File: config.mk
export PLATFORM = sky130hd
export DESIGN_NAME = instr_fetch
export DESIGN_NICKNAME = d
export VERILOG_FILES = /design/src/rtl/instr_fetch.sv
export SDC_FILE = /design/constraint.sdc
export NUM_CORES = 1
export LEC_CHECK = 0
export CAP_MARGIN = 25
export CORE_AREA = 2 2 75 77
export DETAILED_ROUTE_END_ITERATION = 8
export DIE_AREA = 0 0 77 79
export PLACE_DENSITY = 0.75
export SKIP_LAST_GASP = 1
export SYNTH_ARGS = -nofsm -noshare
export SYNTH_HDL_FRONTEND = slang
export SYNTH_SLANG_ARGS = --single-unit
File: constraint.sdc
create_clock -name CLK -period 1.9 [get_ports CLK]
set_input_delay 0.57 -clock CLK [delete_from_list [all_inputs] [get_ports CLK]]
set_output_delay 0.57 -clock CLK [all_outputs]
set_load 0.1 [all_outputs]
File: src/rtl/instr_fetch.sv
// Instruction fetch stage: PC, synchronous ROM addressing, and the instruction register (IR) feeding the decoder.
// Latency: start or redirect -> first valid IR after 3 cycles (2 bubbles); 1 instruction/cycle in steady state.
// Backpressure: stall freezes every register and re-presents req_pc to the ROM, so the read data stays aligned.
//
// Ports:
//   CLK, Reset_n            clock, asynchronous active-low reset
//   start, start_addr       begin fetching at start_addr (accepted in IDLE/DONE only)
//   stall                   downstream not ready; hold IR and instr_valid
//   redirect, target        taken jump for the instruction currently in IR
//   halt                    instruction currently in IR is the halt instruction
//   imem_addr, imem_rdata   ROM read port (data returns one cycle after the address)
//   Instruction, instr_valid, instr_pc   IR contents, its valid flag and its address
//   done                    high while halted
module instr_fetch #(
    parameter int PC_W    = 10,
    parameter int INSTR_W = 9
) (
    input  logic               CLK,
    input  logic               Reset_n,
    input  logic               start,
    input  logic [PC_W-1:0]    start_addr,
    input  logic               stall,
    input  logic               redirect,
    input  logic [PC_W-1:0]    target,
    input  logic               halt,
    output logic [PC_W-1:0]    imem_addr,
    input  logic [INSTR_W-1:0] imem_rdata,
    output logic [INSTR_W-1:0] Instruction,
    output logic               instr_valid,
    output logic [PC_W-1:0]    instr_pc,
    output logic               done
);

    typedef enum logic [1:0] {
        IDLE = 2'd0,
        RUN  = 2'd1,
        DONE = 2'd2
    } state_t;

    state_t             state;
    logic [PC_W-1:0]    fpc;      // next address to fetch
    logic               req_v;    // a ROM read for req_pc is in flight
    logic [PC_W-1:0]    req_pc;
    logic [INSTR_W-1:0] ir;
    logic               ir_v;
    logic [PC_W-1:0]    ir_pc;
    logic               done_r;

    // While stalled the in-flight address is re-read, so imem_rdata always
    // belongs to req_pc when the stall releases.
    assign imem_addr   = stall ? req_pc : fpc;
    assign Instruction = ir;
    assign instr_valid = ir_v;
    assign instr_pc    = ir_pc;
    assign done        = done_r;

    always_ff @(posedge CLK or negedge Reset_n) begin
        if (!Reset_n) begin
            state  <= IDLE;
            fpc    <= '0;
            req_v  <= 1'b0;
            req_pc <= '0;
            ir     <= '0;
            ir_v   <= 1'b0;
            ir_pc  <= '0;
            done_r <= 1'b0;
        end else begin
            case (state)
                IDLE, DONE: begin
                    req_v <= 1'b0;
                    ir_v  <= 1'b0;
                    if (start) begin
                        fpc    <= start_addr;
                        state  <= RUN;
                        done_r <= 1'b0;
                    end
                end
                RUN: begin
                    if (!stall) begin
                        if (ir_v && halt) begin
                            // halt wins over a simultaneous redirect; fpc is left as is
                            state  <= DONE;
                            done_r <= 1'b1;
                            req_v  <= 1'b0;
                            ir_v   <= 1'b0;
                        end else if (ir_v && redirect) begin
                            // squash the sequential request and the IR: two bubbles follow
                            fpc   <= target;
                            req_v <= 1'b0;
                            ir_v  <= 1'b0;
                        end else begin
                            req_v  <= 1'b1;
                            req_pc <= fpc;
                            fpc    <= fpc + PC_W'(1);
                            ir     <= imem_rdata;
                            ir_pc  <= req_pc;
                            ir_v   <= req_v;
                        end
                    end
                end
                default: state <= IDLE;
            endcase
        end
    end

endmodule

Word level (Yosys, flattened, before mapping)
Index checks and enable logic that the tools add are counted.
{ "totals": {"regBits": 44, "input_bits": 35, "output_inout_bits": 31, "elab_cells": 50} }
{ "op_classes": {"addsub": 1, "eq_ne": 6, "muxes": 22, "n_bitwise": 3, "n_reduce_logical": 10} }
{ "ops": {"columns": ["op", "count"], "rows": [
  ["$mux W10", 5],
  ["$pmux W10 S2", 1],
  ["$reduce_and A4 Y1", 3],
  ["$add A10 B1 Y10 const B", 1],
  ["$mux W1", 9],
  ["$ne A2 B2 Y1 const B", 4],
  ["$mux W2", 3],
  ["$pmux W1 S2", 3],
  ["$pmux W2 S2", 1],
  ["$not A1 Y1", 3],
  ["$reduce_and A3 Y1", 1],
  ["$eq A2 B1 Y1 const B", 1],
  ["$eq A2 B2 Y1 const B", 1],
  ["$logic_and A1 B1 Y1", 2],
  ["$logic_not A2 Y1", 1],
  ["$reduce_and A2 Y1", 1],
  ["$reduce_bool A2 Y1", 1],
  ["$reduce_or A2 Y1", 1]
]} }

Logic depth before layout (Yosys ltp)
{ "logic_depth": {"depth_word": 5, "depth_mapped": 6, "depth_no_buf": 5} }

Worst setup path before layout
No wires, ideal clock.
{ "synth_timing": {"path_kind": "in2out", "from": "in stall", "to": "out imem_addr[6]", "arrival_ps": 3063, "required_ps": 1330, "path_slack_ps": -1733, "stages": 3, "path_buffers": 2, "path_cell_list": "clkbuf_1 -> clkbuf_1 -> o21ai_0"} }
{ "synth_via": {"elab_chain_cells": 1} }
{ "synth_lines": {"columns": ["element", "line_no", "text"], "rows": [
  ["from (decl)", "22", "input logic stall,"],
  ["$mux W10", "51", "assign imem_addr = stall ? req_pc : fpc;"],
  ["to (decl)", "26", "output logic [PC_W-1:0] imem_addr,"]
]} }
Every way passes these cells.

Worst setup path after layout
{ "layout_timing": {"from": "in stall", "to": "out imem_addr[9]"} }
The elaborated chain is that of the path after synthesis.

==> flow_metrics.tcl <==
set metrics [dict create \
    outcome "finished clean" \
    crit_family "buffers and inverters" \
    antenna_found_initial 0 \
    synth_ff_type "dfrtp_1" \
    tns_ps 0 \
    grt_pass1_vias 1832 \
    cap_viol_max_count 0 \
    wl_met2_um 2710 \
    critPathMaxFanout 3 \
    avgViaCountPerCell 5.23 \
    grt_pass1_wl_um 8850 \
    synth_top_area_share 0.508 \
    grt_start_max_net_pins 45 \
    vias 1795 \
    final_nets 306 \
    crit_path_end_kind "output port" \
    die_h_um 79 \
    first_pass_iters 4 \
    wl_um 5240 \
    core-area_um2 5340 \
    drc 0 \
    cp-startpoint "stall" \
    cp_num_buf_inv 3 \
    syn_avg_cell_area_um2 11.2 \
    fmaxAchievable_mhz 530 \
    wl_met3_um 274 \
    slew_headroom 0.663 \
    clock-sinks 44 \
    ys_async_sr_fraction 1.00 \
    initial_core_util 0.406 \
    synth-seq-cells 44 \
    critPathKind "input port to output port" \
    syn_area_um2 2170 \
    dp.final_hpwl_um 3730 \
    cp-start-kind "input port" \
    cpPeakStageDelay_ps 350 \
    rows 27 \
    ys_types 36 \
    wl_met1_um 2140 \
    path_common_cell "buf_6" \
    layout-drive-gt1-share 0.391 \
    cts_buffers 5 \
    top_layer "met4" \
    antenna_cells 0 \
    setup_violations 0 \
    drtIter0Drc 138 \
    ios 66 \
    root_buffer "clkbuf_8" \
    cts_tree "done" \
    path_cells "buf_6, buf_6, mux2_2, buf_12" \
    die_x_um 77 \
    r2r-start "fpc[0]" \
    worst_path_max_delay_cell "mux2_2" \
    clock_skew_ps 4.25 \
    netlist_top_cells_area "dfrtp_1 (51%), mux2_2 (19%), nand2_1 (3.6%)" \
    setup_slack_ps 11.6 \
    slew_violations 0 \
    cp.arrival_ps 1320 \
    seq_area_frac_synth 0.508 \
    cts.path.max_buffers 2 \
    clkTransAtPathRegs_ps 80 \
    io_buffers 65 \
    dp_slack_ps -463 \
    post-route-min-period_ps 1890 \
    grt-ovfl-total 0 \
    ant_nets 0 \
    grt_usage 0.185 \
    clock_latency_ps 300 \
    syn_nets 229 \
    post-route-period-util 0.994 \
    synth_area_leader_cell "dfrtp_1" \
    wl_per_cell_um 15.3 \
    area_growth_pct 61.8 \
    critPathRequiredTime_ps 1330 \
    design.die.area_um2 6080 \
    gp_congestion 0.788 \
    hold_path_class "input port to async pin" \
    cts-htree-levels 2 \
    netlist_instances 193 \
    worst_pin_slew_ps 506 \
    yosys_warnings 0 \
    hold_viol 0 \
    ctsHoldBuffers 0 \
    synth_edf_count 0 \
]
## routing by layer
layer / global-route usage / up-vias
met4: 0.0696 / 0
met1: 0.233 / 885
li1: - / 843
met5: 0 / -
met2: 0.318 / 58
met3: 0.0364 / 9
## synthesized netlist by cell type, types with 4 or more instances
master and n:
mux2_2 37, clkbuf_1 5, nand3_1 9, dfrtp_1 44
o21ai_0 10, nand2_1 21, a21oi_1 5, buf_2 4
inv_1 7, nor2_1 9
## worst register-to-register path: stages, from the launching register on
cell and delay [ps]:
dfrtp_1 500, ha_1 260, inv_1 70, or3_1 360, a31o_2 250, o221ai_1 180
## final cells by class
class	count	area (µm²)
fill	427	1830
clock buffer	5	68.8
multi-input combinational	130	1030
timing repair buffer	82	1150
sequential	44	1100
inverter	7	26.3
clock inverter	3	42.5
tap	72	90.1
## repair_timing
action | in CTS | in global routing
resized for setup | 9 | 2
buffers inserted | 2 | 1
pin swaps | 2 | 0
endpoints found under the setup margin | 43 | 3
gates cloned | 1 | 0
## kinds of logic after synthesis
family | count (synthesis) | share of synthesized area
mux | 39 | 0.202
buf+inv | 19 | 0.0393
simple gates | 50 | 0.112
compound gates | 36 | 0.117
xor+xnor | 4 | 0.0162
flops | 44 | 0.508
fa+ha+maj | 1 | 0.00577
## per-stage QoR
step / area (µm²) / hold slack (ps) / utilization / std cells
4_1_cts: 3490 / 255 / 0.655 / 342
6_report: 3510 / 242 / 0.657 / 343
3_3_place_gp: 3320 / 508 / 0.622 / 331
5_1_grt: 3510 / 247 / 0.657 / 343
3_5_place_dp: 3320 / 523 / 0.622 / 331
2_1_floorplan: 2250 / 274 / - / 193
## worst paths after layout
kind | endpoint | slack (ps) | cells past startpoint
min reg2reg | instr_pc[5] | 540 | 1
max reg2reg | fpc[6] | 200 | 5
min | Instruction[2] | 240 | 2
max | imem_addr[9] | 10 | 4
min in group CLK | instr_pc[5] | 540 | 1
max in group asynchronous | fpc[2] | 1430 | 2
## registers in the layout, indices dropped and copies added (netlist names)
| name | cells |
|---|---|
| Instruction | 9 |
| done | 1 |
| fpc | 10 |
| instr_pc | 10 |
| instr_valid | 1 |
| req_pc | 10 |
| req_v | 1 |
| state | 2 |
## placed cells by master (no fill, tap or decap), types with 2 or more instances in the layout
cell	synthesis	final
mux2_2	37	31
buf_12	0	34
o21ai_4	0	2
dfrtp_1	44	42
inv_1	7	7
o21ai_0	10	8
clkbuf_8	0	5
or3_1	3	3
a31o_2	2	2
xor2_1	2	2
a21oi_1	5	4
o22ai_1	2	2
nor2_1	9	9
nand2_1	21	21
o221ai_1	3	3
a31oi_1	3	3
o31ai_1	3	3
buf_4	2	12
xnor2_1	2	2
and2_1	2	2
mux2_4	0	6
nand3_1	9	9
buf_6	0	2
dfrtp_2	0	2
clkdlybuf4s50_1	0	32
o22a_1	3	3
Power is left out: the tool's default activity adds up to more than one toggle a clock period on the data nets, which glitch-free logic cannot reach.
